===== src/rtl/arm_ctrl_pkg.sv =====
// Shared encodings, decoded-control bundle and condition evaluation for the
// pipelined ARM control unit.
package arm_ctrl_pkg;

    localparam logic [2:0] ALU_ADD = 3'b000;
    localparam logic [2:0] ALU_AND = 3'b001;
    localparam logic [2:0] ALU_OR  = 3'b010;
    localparam logic [2:0] ALU_SUB = 3'b011;

    localparam logic [1:0] OP_DP  = 2'b00;
    localparam logic [1:0] OP_MEM = 2'b01;
    localparam logic [1:0] OP_BR  = 2'b10;

    localparam logic [3:0] CMD_AND = 4'b0000;
    localparam logic [3:0] CMD_SUB = 4'b0010;
    localparam logic [3:0] CMD_ADD = 4'b0100;
    localparam logic [3:0] CMD_CMP = 4'b1010;
    localparam logic [3:0] CMD_ORR = 4'b1100;

    localparam logic [3:0] COND_EQ = 4'b0000;
    localparam logic [3:0] COND_NE = 4'b0001;
    localparam logic [3:0] COND_CS = 4'b0010;
    localparam logic [3:0] COND_CC = 4'b0011;
    localparam logic [3:0] COND_MI = 4'b0100;
    localparam logic [3:0] COND_PL = 4'b0101;
    localparam logic [3:0] COND_VS = 4'b0110;
    localparam logic [3:0] COND_VC = 4'b0111;
    localparam logic [3:0] COND_HI = 4'b1000;
    localparam logic [3:0] COND_LS = 4'b1001;
    localparam logic [3:0] COND_GE = 4'b1010;
    localparam logic [3:0] COND_LT = 4'b1011;
    localparam logic [3:0] COND_GT = 4'b1100;
    localparam logic [3:0] COND_LE = 4'b1101;
    localparam logic [3:0] COND_AL = 4'b1110;

    localparam logic [1:0] IMM_DP  = 2'b00;
    localparam logic [1:0] IMM_MEM = 2'b01;
    localparam logic [1:0] IMM_BR  = 2'b10;

    localparam logic [1:0] REGSRC_NORM = 2'b00;
    localparam logic [1:0] REGSRC_BR   = 2'b01;
    localparam logic [1:0] REGSRC_STR  = 2'b10;

    typedef struct packed {
        logic       pcs;
        logic       regw;
        logic       memw;
        logic       memtoreg;
        logic       branch;
        logic [2:0] alu_ctrl;
        logic       alu_src;
        logic [1:0] flag_w;
        logic [3:0] cond;
    } de_ctrl_t;

    // flags = {N,Z,C,V}; the reserved 1111 code never executes
    function automatic logic cond_holds(input logic [3:0] cond, input logic [3:0] flags);
        logic n, z, c, v;
        {n, z, c, v} = flags;
        case (cond)
            COND_EQ: cond_holds = z;
            COND_NE: cond_holds = ~z;
            COND_CS: cond_holds = c;
            COND_CC: cond_holds = ~c;
            COND_MI: cond_holds = n;
            COND_PL: cond_holds = ~n;
            COND_VS: cond_holds = v;
            COND_VC: cond_holds = ~v;
            COND_HI: cond_holds = c & ~z;
            COND_LS: cond_holds = ~c | z;
            COND_GE: cond_holds = (n == v);
            COND_LT: cond_holds = (n != v);
            COND_GT: cond_holds = ~z & (n == v);
            COND_LE: cond_holds = z | (n != v);
            COND_AL: cond_holds = 1'b1;
            default: cond_holds = 1'b0;
        endcase
    endfunction

endpackage


===== src/rtl/cond_unit.sv =====
// Execute-stage condition unit: NZCV register, condition check and gating of
// the side-effecting controls of the instruction in Execute.
module cond_unit
    import arm_ctrl_pkg::*;
(
    input  logic       clk,
    input  logic       reset,
    input  logic [3:0] i_cond,
    input  logic [1:0] i_flag_w,
    input  logic [3:0] i_alu_flags,
    input  logic       i_pcs,
    input  logic       i_regw,
    input  logic       i_memw,
    input  logic       i_branch,
    output logic       o_pcs,
    output logic       o_regw,
    output logic       o_memw,
    output logic       o_branch_taken
);

    logic [3:0] r_flags;
    logic       w_cond_ex;
    logic [1:0] w_flag_we;

    assign w_cond_ex      = cond_holds(i_cond, r_flags);
    assign w_flag_we      = i_flag_w & {2{w_cond_ex}};
    assign o_pcs          = i_pcs    & w_cond_ex;
    assign o_regw         = i_regw   & w_cond_ex;
    assign o_memw         = i_memw   & w_cond_ex;
    assign o_branch_taken = i_branch & w_cond_ex;

    always_ff @(posedge clk) begin
        if (reset) begin
            r_flags <= '0;
        end else begin
            if (w_flag_we[1]) r_flags[3:2] <= i_alu_flags[3:2];
            if (w_flag_we[0]) r_flags[1:0] <= i_alu_flags[1:0];
        end
    end

endmodule


===== src/rtl/arm_pipe_controller.sv =====
// Pipelined ARM control unit: Decode-stage decoder plus D->E, E->M and M->W
// control registers around the Execute-stage condition unit.
module arm_pipe_controller
    import arm_ctrl_pkg::*;
(
    input  logic        clk,
    input  logic        reset,
    input  logic [19:0] InstrD,
    input  logic [3:0]  ALUFlags,
    input  logic        FlushE,
    output logic [1:0]  RegSrcD,
    output logic [1:0]  ImmSrcD,
    output logic        ALUSrcE,
    output logic [2:0]  ALUControlE,
    output logic        BranchTakenE,
    output logic        MemtoRegE,
    output logic        MemWriteM,
    output logic        RegWriteM,
    output logic        RegWriteW,
    output logic        MemtoRegW,
    output logic        PCSrcW,
    output logic        PCWrPendingF
);

    logic [3:0] w_cond, w_cmd, w_rd;
    logic [1:0] w_op;
    logic       w_imm, w_s, w_unused;
    de_ctrl_t   w_ctrl_d, r_de;
    logic       w_pcs_e, w_regw_e, w_memw_e;
    logic       r_pcs_m, r_regw_m, r_memw_m, r_memtoreg_m;
    logic       r_pcs_w, r_regw_w, r_memtoreg_w;

    // InstrD holds Instr[31:12], so every field sits 12 bits lower
    assign w_cond   = InstrD[19:16];
    assign w_op     = InstrD[15:14];
    assign w_imm    = InstrD[13];
    assign w_cmd    = InstrD[12:9];
    assign w_s      = InstrD[8];
    assign w_rd     = InstrD[3:0];
    assign w_unused = ^InstrD[7:4];

    always_comb begin
        w_ctrl_d      = '0;
        w_ctrl_d.cond = w_cond;
        RegSrcD       = REGSRC_NORM;
        ImmSrcD       = IMM_DP;
        case (w_op)
            OP_DP: begin
                w_ctrl_d.regw    = 1'b1;
                w_ctrl_d.alu_src = w_imm;
                case (w_cmd)
                    CMD_ADD: begin
                        w_ctrl_d.alu_ctrl = ALU_ADD;
                        w_ctrl_d.flag_w   = w_s ? 2'b11 : 2'b00;
                    end
                    CMD_SUB: begin
                        w_ctrl_d.alu_ctrl = ALU_SUB;
                        w_ctrl_d.flag_w   = w_s ? 2'b11 : 2'b00;
                    end
                    CMD_AND: begin
                        w_ctrl_d.alu_ctrl = ALU_AND;
                        w_ctrl_d.flag_w   = w_s ? 2'b10 : 2'b00;
                    end
                    CMD_ORR: begin
                        w_ctrl_d.alu_ctrl = ALU_OR;
                        w_ctrl_d.flag_w   = w_s ? 2'b10 : 2'b00;
                    end
                    CMD_CMP: begin
                        w_ctrl_d.alu_ctrl = ALU_SUB;
                        w_ctrl_d.regw     = 1'b0;
                        w_ctrl_d.flag_w   = 2'b11;
                    end
                    default: begin
                        w_ctrl_d.regw    = 1'b0;
                        w_ctrl_d.alu_src = 1'b0;
                    end
                endcase
            end
            OP_MEM: begin
                w_ctrl_d.alu_src  = 1'b1;
                w_ctrl_d.alu_ctrl = ALU_ADD;
                ImmSrcD           = IMM_MEM;
                if (w_s) begin
                    w_ctrl_d.regw     = 1'b1;
                    w_ctrl_d.memtoreg = 1'b1;
                end else begin
                    w_ctrl_d.memw = 1'b1;
                    RegSrcD       = REGSRC_STR;
                end
            end
            OP_BR: begin
                w_ctrl_d.branch   = 1'b1;
                w_ctrl_d.alu_src  = 1'b1;
                w_ctrl_d.alu_ctrl = ALU_ADD;
                ImmSrcD           = IMM_BR;
                RegSrcD           = REGSRC_BR;
            end
            default: ;
        endcase
        w_ctrl_d.pcs = w_ctrl_d.branch | (w_ctrl_d.regw & (w_rd == 4'hF));
    end

    always_ff @(posedge clk) begin
        if (reset || FlushE) r_de <= '0;
        else                 r_de <= w_ctrl_d;
    end

    cond_unit u_cond (
        .clk            (clk),
        .reset          (reset),
        .i_cond         (r_de.cond),
        .i_flag_w       (r_de.flag_w),
        .i_alu_flags    (ALUFlags),
        .i_pcs          (r_de.pcs),
        .i_regw         (r_de.regw),
        .i_memw         (r_de.memw),
        .i_branch       (r_de.branch),
        .o_pcs          (w_pcs_e),
        .o_regw         (w_regw_e),
        .o_memw         (w_memw_e),
        .o_branch_taken (BranchTakenE)
    );

    always_ff @(posedge clk) begin
        if (reset) begin
            {r_pcs_m, r_regw_m, r_memw_m, r_memtoreg_m} <= '0;
            {r_pcs_w, r_regw_w, r_memtoreg_w}           <= '0;
        end else begin
            r_pcs_m      <= w_pcs_e;
            r_regw_m     <= w_regw_e;
            r_memw_m     <= w_memw_e;
            r_memtoreg_m <= r_de.memtoreg;
            r_pcs_w      <= r_pcs_m;
            r_regw_w     <= r_regw_m;
            r_memtoreg_w <= r_memtoreg_m;
        end
    end

    assign ALUSrcE      = r_de.alu_src;
    assign ALUControlE  = r_de.alu_ctrl;
    assign MemtoRegE    = r_de.memtoreg;
    assign MemWriteM    = r_memw_m;
    assign RegWriteM    = r_regw_m;
    assign RegWriteW    = r_regw_w;
    assign MemtoRegW    = r_memtoreg_w;
    assign PCSrcW       = r_pcs_w;
    assign PCWrPendingF = w_ctrl_d.pcs | r_de.pcs | r_pcs_m;

endmodule


===== config.mk =====
export PLATFORM = sky130hd
export DESIGN_NAME = arm_pipe_controller
export DESIGN_NICKNAME = d
export VERILOG_FILES = /design/src/rtl/arm_ctrl_pkg.sv /design/src/rtl/cond_unit.sv /design/src/rtl/arm_pipe_controller.sv
export SDC_FILE = /design/constraint.sdc
export NUM_CORES = 1
export LEC_CHECK = 0
export ABC_AREA = 1
export BUFFER_PORTS_ARGS = -buffer_cell sky130_fd_sc_hd__buf_2
export CAP_MARGIN = 10
export CORE_MARGIN = 8
export CORE_UTILIZATION = 48
export CTS_CLUSTER_SIZE = 10
export DETAILED_ROUTE_END_ITERATION = 10
export PLACE_DENSITY = 0.77
export SLEW_MARGIN = 30
export SYNTH_ARGS = -nofsm -noshare
export SYNTH_HDL_FRONTEND = slang
export SYNTH_SLANG_ARGS = --single-unit
export TNS_END_PERCENT = 20

===== constraint.sdc =====
create_clock -name clk -period 1.42 [get_ports clk]
set_input_delay 0.142 -clock clk [delete_from_list [all_inputs] [get_ports clk]]
set_output_delay 0.142 -clock clk [all_outputs]
set_load 0.05 [all_outputs]

Yosys cells after proc, flatten, opt, wreduce, memory -nomap -nowiden
Index checks and enable logic that the tools add are counted.
{"block": "word_totals", "register_bits": 26, "output_inout_bits": 16, "elab_cells": 87}
{"block": "op_classes", "eq_ne": 23, "mux": 15, "bitwise": 19, "reduce_logical": 12}
{"cell": "4-bit == test, second input constant", "n": 10}
{"cell": "4-bit by 3-bit == test with 1-bit output, second input constant", "n": 5}
{"cell": "1-bit one-hot mux with 15 select lines", "n": 1}
{"cell": "4-bit by 2-bit == test with 1-bit output, second input constant", "n": 3}
{"cell": "2-bit one-hot mux with 3 select lines", "n": 2}
{"cell": "2-bit OR reduction", "n": 6}
{"cell": "4-bit logical NOT", "n": 2}
{"cell": "2-bit one-hot mux with 2 select lines", "n": 2}
{"cell": "4-bit one-hot mux with 2 select lines", "n": 1}
{"cell": "1-bit bitwise AND", "n": 7}
{"cell": "2-bit 2-to-1 mux", "n": 3}
{"cell": "1-bit inverter", "n": 6}
{"cell": "1-bit 2-to-1 mux", "n": 5}
{"cell": "1-bit OR", "n": 5}
{"cell": "5-bit OR reduction", "n": 1}
{"cell": "4-bit by 1-bit == test with 1-bit output, second input constant", "n": 1}
{"cell": "4-bit OR reduction", "n": 1}
{"cell": "2-bit bitwise AND", "n": 1}
{"cell": "2-bit by 1-bit == test with 1-bit output, second input constant", "n": 1}
{"cell": "2-bit == test, second input constant", "n": 1}
{"cell": "2-bit logical NOT", "n": 1}
{"cell": "1-bit one-hot mux with 2 select lines", "n": 1}
{"cell": "1-bit == test", "n": 1}
{"cell": "1-bit logical OR", "n": 1}
{"cell": "1-bit != test", "n": 1}

Longest topological paths before layout
Gate-level depths: netlist of run 1.
{"block": "depth", "ltp_word": 8, "depth_mapped": 12}

Modules after synthesis
A second synthesis of run 1 with hierarchy kept.
{"block": "unflattened", "hier_cells": 194, "area_unflattened_um2": 1352.5}
{"mod": "arm_pipe_controller", "n_inst": 1, "cells_per_inst": 110, "area_each_um2": 872.1, "seq_area_each_um2": 420.4}
{"mod": "cond_unit", "n_inst": 1, "cells_per_inst": 84, "area_each_um2": 480.5, "seq_area_each_um2": 80.1}

Worst setup path after synthesis of run 1
OpenSTA, ideal clock, no wires.
{"block": "synth_path", "kind": "register -> output", "from": "reg r_de[2] (netlist bit)", "to": "out BranchTakenE", "t_arrival_ps": 1946, "required_ps": 1278, "slack_ps": -668, "stages_incl_launch_ff": 7, "path_buffers": 0, "path_cell_list": "dfxtp_1 -> inv_1 -> nor2_1 -> nand2_1 -> a21oi_1 -> nor2_2 -> a21boi_0"}
{"block": "synth_via", "elab_chain_cells": 3, "word_cells_on_any_way": 17, "classes_between": "14 x eq/ne; 1 x mux; 1 x bitwise; 1 x reduce/logical"}
{"element": "from (decl)", "line_no": "arm_pipe_controller.sv:28", "rtl": "de_ctrl_t w_ctrl_d, r_de;"}
{"element": "from (signal assigned)", "line_no": "arm_pipe_controller.sv:105", "rtl": "else r_de <= w_ctrl_d;"}
{"element": "4-bit == test, or another cell as far along", "line_no": "arm_ctrl_pkg.sv:60", "rtl": "case (cond)"}
{"element": "1-bit one-hot mux with 15 select lines (*)", "line_no": "arm_ctrl_pkg.sv:60"}
{"element": "1-bit bitwise AND (*)", "line_no": "cond_unit.sv:30", "rtl": "assign o_branch_taken = i_branch & w_cond_ex;"}
{"element": "to (decl)", "line_no": "arm_pipe_controller.sv:15", "rtl": "output logic BranchTakenE,"}
Every way passes the cells marked *; elsewhere a longest branch is shown, timed or not.

Worst setup path in the final report of run 1
{"block": "layout_path", "from": "reg r_de[3] (netlist bit)", "to": "out BranchTakenE"}
Same word-level chain as after synthesis.

==> results of run 1 <==
worst min-delay path, delay by kind of cell:
| family | cells | cell delay [ns] |
|---|---|---|
| buf+inv | 2 | 0.14 |
| simple gates | 1 | 0.03 |
worst paths after layout:
check	start	end	slack (ns)	cells past startpoint
worst max-delay path	r_de[3]	BranchTakenE	-0.26	8
worst min-delay path	InstrD[18]	r_de[2]	0.03	3
worst min register to register	r_de[12]	MemWriteM	0.41	2
worst max register to register	r_de[3]	u_cond.r_flags[3]	-0.08	10
state kept, by name, indices dropped and copies added (netlist names):
name / count
ALUControlE: 2
r_pcs_m: 1
u_cond.r_flags: 4
MemtoRegW: 1
r_memtoreg_m: 1
RegWriteM: 1
PCSrcW: 1
r_de: 10
ALUSrcE: 1
RegWriteW: 1
MemtoRegE: 1
MemWriteM: 1
what timing repair did:
action	CTS	global route
buffers inserted	2	1
pin swaps	13	3
hold buffers	1	1
hold endpoints to repair	1	1
endpoints found under the setup margin	8	9
gates resized for setup	22	5
logic make-up (layout without fill, tap and decap cells):
logic type	count (synthesis)	after routing	share of synthesized area
adder cells (fa/ha/maj)	5	5	0.0513
buffers and inverters	41	86	0.142
flip-flops	25	25	0.410
AO/OA/AOI/OAI	14	14	0.0749
AND/OR/NAND/NOR	87	87	0.319
other	1	1	0.00307
per-layer routing:
layer / wire length [um] / vias to the layer above
met4: 31 / 0
met5: 0 / -
met1: 1170 / 537
met3: 92 / 2
met2: 1500 / 31
li1: - / 624
final cells by class:
class,instances,area [um2]
clock buffer,3,22.5
clock inverter,1,7.51
fill,211,842
inverter,36,138
multi-input combinational,107,608
sequential,25,513
tap,30,37.5
timing repair buffer,46,264
report_power, final:
group / internal, mW / leakage [nW] / switching, mW
Combinational: 0.0743 / 0.554 / 0.138
Sequential: 0.711 / 0.206 / 0.0109
Clock: 0.107 / 0.0139 / 0.206
Total: 0.892 / 0.773 / 0.355
cell usage in the layout, fill, tap and decap left out, drive strengths merged:
| cell type | Yosys | layout |
|---|---|---|
| buf | 5 | 44 |
| dfxtp | 25 | 25 |
| ha | 5 | 5 |
| nand4 | 1 | 1 |
| nand2 | 32 | 32 |
| nor2 | 30 | 30 |
| a21oi | 8 | 8 |
| a31oi | 1 | 1 |
| nor3 | 3 | 3 |
| o21ai | 1 | 1 |
| clkinv | 2 | 2 |
| clkbuf | 0 | 3 |
| clkinvlp | 0 | 1 |
| nand3b | 2 | 2 |
| a2111oi | 1 | 1 |
| or2 | 1 | 1 |
| dlygate4sd3 | 0 | 2 |
| inv | 34 | 34 |
| conb | 1 | 1 |
| nand3 | 17 | 17 |
| a221oi | 2 | 2 |
| nor4 | 1 | 1 |
| a21boi | 1 | 1 |
per-stage QoR:
step                      power, mW  cell area (um2)  hold WS (ns)  instances  worst slack [ns]
after CTS                      1.26             1560      0.000367        246            -0.251
after global placement        0.928             1450         0.361        239           0.00230
final                          1.25             1590        0.0276        248            -0.263
after floorplan               0.865             1230         0.213        173             0.118
after detailed placement      0.932             1450         0.362        239           -0.0438
after global routing           1.31             1590        0.0206        248            -0.378
==> metrics, run 1 <==
Yosys reg bits=25; I/O Buffers=37; Cell Area, Synth=1220 um2; Post-synth EDFFs=0; M3 GR Usage=0.0102; clock-pin slew on the worst setup and hold paths=0.14 ns; slowest cell delay on critical path=0.42 ns; GRT met1 Usage=0.136; Ports=43; Worst setup EP type=primary output; IR Drop Worst-Case VDD=0.606 mV; first-pass GRT wire length=4440 um; CP Data Arrival Time=1.54 ns; Avg Inst Size Synth=7.05 um2; Achievable Freq=0.594 GHz; antenna violations before repair=0; fin util=0.654; Startpoint Class=flop; Cells after Synth=173; Slew Viols, Final=0; Die Span X=66.4 um; Setup TNS=-0.514 ns; Die ar.=4410 um2; Synthesis Warnings=0; final net count=251; Top Family by Delay on Critical Path=flip-flops; chip height=66.4 um; vias per inst=4.81; drt first pass iters=4; largest net degree at the start of global routing=16; CTS tree=built; Synth top area share=0.410; crit path max fanout=4; Slowest-stage cell, CP=dfxtp_4; wire per inst=11.2 um; Crit Path Category=flop to primary output; first-iteration detailed-routing DRC count=27; Initial Utilization=0.502; Routed WL=2790 um; ys async rst share=0; final worst setup slack=-0.263 ns; vias in the first global route=1,134; PwrDens=784 nW/um2; Core Box Area=2430 um2; total number of vias=1,194; Clock Tree Root=clkbuf_4; outcome=finished with violations; met2 Use GR=0.229; Max-cap violations=0; most numerous cell in the Yosys netlist=inv_1; Synth area leaders=dfxtp_1 (41%), inv_1 (9.2%), nand2_1 (8.9%), nor2_1 (8.6%), nand3_1 (7.0%); clock latency on the worst-skew pair=0.31 ns; Setup-failing EPs final=5; worst path required time=1.28 ns; share of cells above drive strength 1=0.362; most used routing layer=met2; post-detailed-route count of antenna-violating nets=0; Num CTS Buffers=3; synthesized net count=205; Area Overhead vs Synth=30.4%; failing checks=setup timing; hpwl dp=2080 um; Clock Tree Buf Depth=2; Synth area leader=dfxtp_1; sequential share of the synthesized area=0.410; Critical Path, Cell by Cell=inv_4, buf_4, nor2_2, nand3_2, nand2_2, nor2_4, a21boi_4, buf_6; Yosys cell types=25; htree depth=1; hold crit path type=input port to flop; Clock Skew=0.00868 ns; Post-synth top flop=dfxtp_1; fin crit period=1.68 ns; Final period util=1.18; RSZ-0062 raised after global routing=yes; Antenna diodes=0; Global Route Usage Sum=0.124; top post-synthesis cells by count=inv_1 (30), nand2_1 (29), nor2_1 (28); Sinks on Clock Net=25; GP Congestion=0.798; GRT overflow=0; Leak=0.773 nW; Rows=18; Final Hold Viols=0; CP bufs+invs=3; DRC violations left=0
No activity file was read; power rests on OpenSTA's default activity.
==> run 2, diff against run 1 <==
Settings changed: ABC_AREA 1 to not set, CORE_UTILIZATION 48 to 49, PLACE_DENSITY 0.77 to 0.78.
==> run 2 against run 1 <==
  * The flow still finishes with violations (setup timing)
  * Register-to-register slack lost 0.28 ns
  * Worst hold slack lost 0.021 ns
  * Fmax shrank 17%
  * Global-route usage grew 1.4 points
  * First-iteration DRC count grew 120%
  * Clock power grew 4%
  * Core utilization grew 2.8 points
  * Critical path depth is the same
  * Power grew 2.5%
  * Area after synthesis grew 3.1%
  * Die area grew 0.74%
  * Cell count shrank 12%
  * Critical endpoint unchanged
  * Largest cell class unchanged
  * Largest power group unchanged
  * Highest routed layer unchanged
==> metrics, run 2 <==
Initial Utilization=0.512; Cells after Synth=135; dpl cells=215; CP Launch Point=r_de[3]; commonest non-fill, non-tap cells in the layout=buf_2 (35), dfxtp_1 (20), buf_4 (20), nand2b_1 (12); share of cells above drive strength 1=0.460; htree depth=1; Hold Crit Start=InstrD[17]; PwrDens=763 nW/um2; Final Hold Viols=0; final net count=222; Synth area leader=dfxtp_1; commonest non-fill, non-tap cell in the layout=buf_2; IR Drop Worst-Case VDD=0.493 mV; Rows=18; Clock Tree Root=clkbuf_4; Global Route Usage Sum=0.138; Startpoint Class=flop; CTS Hold Bufs=0; Num CTS Buffers=3; Worst setup EP type=primary output; Die Span X=66.7 um; wire per inst=13.7 um; r2r startpoint=u_cond.r_flags[2]; post-detailed-route count of antenna-violating nets=0; Post-synth EDFFs=0; Yosys cell types=38; fillcell total=199; GRT overflow=0; ys async rst share=0; Clock Skew=0.00258 ns; Crit Path Category=flop to primary output; GP Congestion=0.808; Sinks on Clock Net=25; vias per inst=5.27; Max-cap violations=0; Final period util=1.42; first-iteration detailed-routing DRC count=60; DRC violations left=0; Setup-failing EPs final=8; chip height=66.7 um; crit path max fanout=7; largest net degree at the start of global routing=18; Achievable Freq=0.496 GHz; Die ar.=4440 um2; clock latency on the worst-skew pair=0.32 ns; outcome=finished with violations; Synthesis Warnings=0; Routed WL=3000 um; vias in the first global route=1,237; top post-synthesis cells by count=dfxtp_1 (25), nand2b_1 (12), nor2b_1 (10); hold crit path type=input port to flop; RSZ-0062 raised after global routing=yes; total number of vias=1,154; Leak=0.730 nW; Synth area leaders=dfxtp_1 (40%), nand2b_1 (6.0%), ha_1 (5.0%), nor2b_1 (5.0%), mux2i_1 (4.0%); Core Box Area=2450 um2; max FFs per register=10; final worst setup slack=-0.598 ns; Clock Tree Buf Depth=2; Fin Hold WS=0.00620 ns; hpwl dp=2500 um; synthesized net count=167; first-pass GRT wire length=4890 um; most numerous cell in the Yosys netlist=dfxtp_1; CTS tree=built; antenna violations before repair=0; Antenna diodes=0; worst path required time=1.28 ns; clock-pin slew on the worst setup and hold paths=0.13 ns; Post-synth top flop=dfxtp_1; Yosys reg bits=25; drt first pass iters=5; sequential share of the synthesized area=0.398; Ports=43; CP Data Arrival Time=1.88 ns; Cell Area, Synth=1260 um2; Avg Inst Size Synth=9.31 um2; Slew Viols, Final=0; Biggest register=r_de; Synth top area share=0.398; Area Overhead vs Synth=33.1%; Final Non-Filler Cells=219; I/O Buffers=37; Post CTS Setup Buffer Count=0; failing checks=setup timing; setup slack, reg-to-reg=-0.36 ns; fin crit period=2.02 ns
[run 2: cell types whose count changed in the layout (fill, tap and decap cells not counted), moves of 7 or more]
| cell | previous run | this run |
|---|---|---|
| inv_1 | 28 | 4 |
| nor2b_1 | 0 | 8 |
| nand2b_1 | 0 | 12 |
| nor2_1 | 25 | 8 |
| and2_1 | 0 | 7 |
| nand2_1 | 25 | 5 |
| buf_4 | 7 | 20 |
| nand3_1 | 16 | 1 |
[run 2: layout make-up]
| class | instances | area, um2 | share of cell area |
|---|---|---|---|
| clock inverters | 1 | 7.51 | 0.00448 |
| inverters | 5 | 18.8 | 0.0112 |
| well taps | 30 | 37.5 | 0.0224 |
| multi-input cells | 99 | 738 | 0.441 |
| clock buffers | 3 | 22.5 | 0.0135 |
| flip-flops and latches | 25 | 509 | 0.304 |
| repair buffers | 56 | 340 | 0.203 |
[run 2: kinds of logic (layout without fill, tap and decap cells)]
logic type	after synthesis	count (layout)	share of synthesized area
other	1	1	0.00298
and+or+nand+nor	63	63	0.317
adders and majority gates	5	5	0.0498
buffers and inverters	11	65	0.0537
DFF	25	25	0.398
muxes	5	5	0.0398
AOI/OAI and AO/OA	25	25	0.138
[run 2: metrics by stage]
stage          total power, mW  cell area, um2  TNS [ns]   util  setup WS [ns]
2_1_floorplan            0.872            1260    -0.595      -         -0.257
4_1_cts                   1.28            1650     -2.67  0.671         -0.607
3_3_place_gp             0.950            1580     -1.71  0.644         -0.300
6_report                  1.28            1670     -2.58  0.682         -0.598
5_1_grt                   1.33            1670     -3.17  0.682         -0.670
3_5_place_dp             0.959            1580     -2.97  0.644         -0.432
[run 2: worst max-delay path, cell delays in order (launching register included)]
cell,delay (ns)
dfxtp_4,0.40
inv_2,0.05
buf_4,0.14
a21oi_1,0.25
a221oi_4,0.12
o21a_1,0.19
a21oi_2,0.19
nor2b_4,0.06
buf_8,0.15
[run 2: metal layers]
| metal | track usage | share of wire | routed length, um |
|---|---|---|---|
| met5 | 0 | 0 | 0 |
| met1 | 0.130 | 0.36 | 1070 |
| met3 | 0.0352 | 0.064 | 192 |
| met2 | 0.258 | 0.54 | 1630 |
| met4 | 0.0827 | 0.036 | 108 |
[run 2: timing repair]
item	CTS	global route
gates resized for setup	11	9
pin swaps	4	2
endpoints found under the setup margin	9	9
[run 2: path summary, 6_finish.rpt]
path | endpoint | cells past startpoint
hold reg to reg | MemtoRegW | 1
hold / removal | r_de[1] | 2
setup reg to reg | u_cond.r_flags[2] | 7
setup / recovery | BranchTakenE | 8
[run 2: power by group]
part,switching [mW],internal [mW]
Sequential,0.0108,0.712
Clock,0.217,0.108
Combinational,0.131,0.0984
Total,0.359,0.918
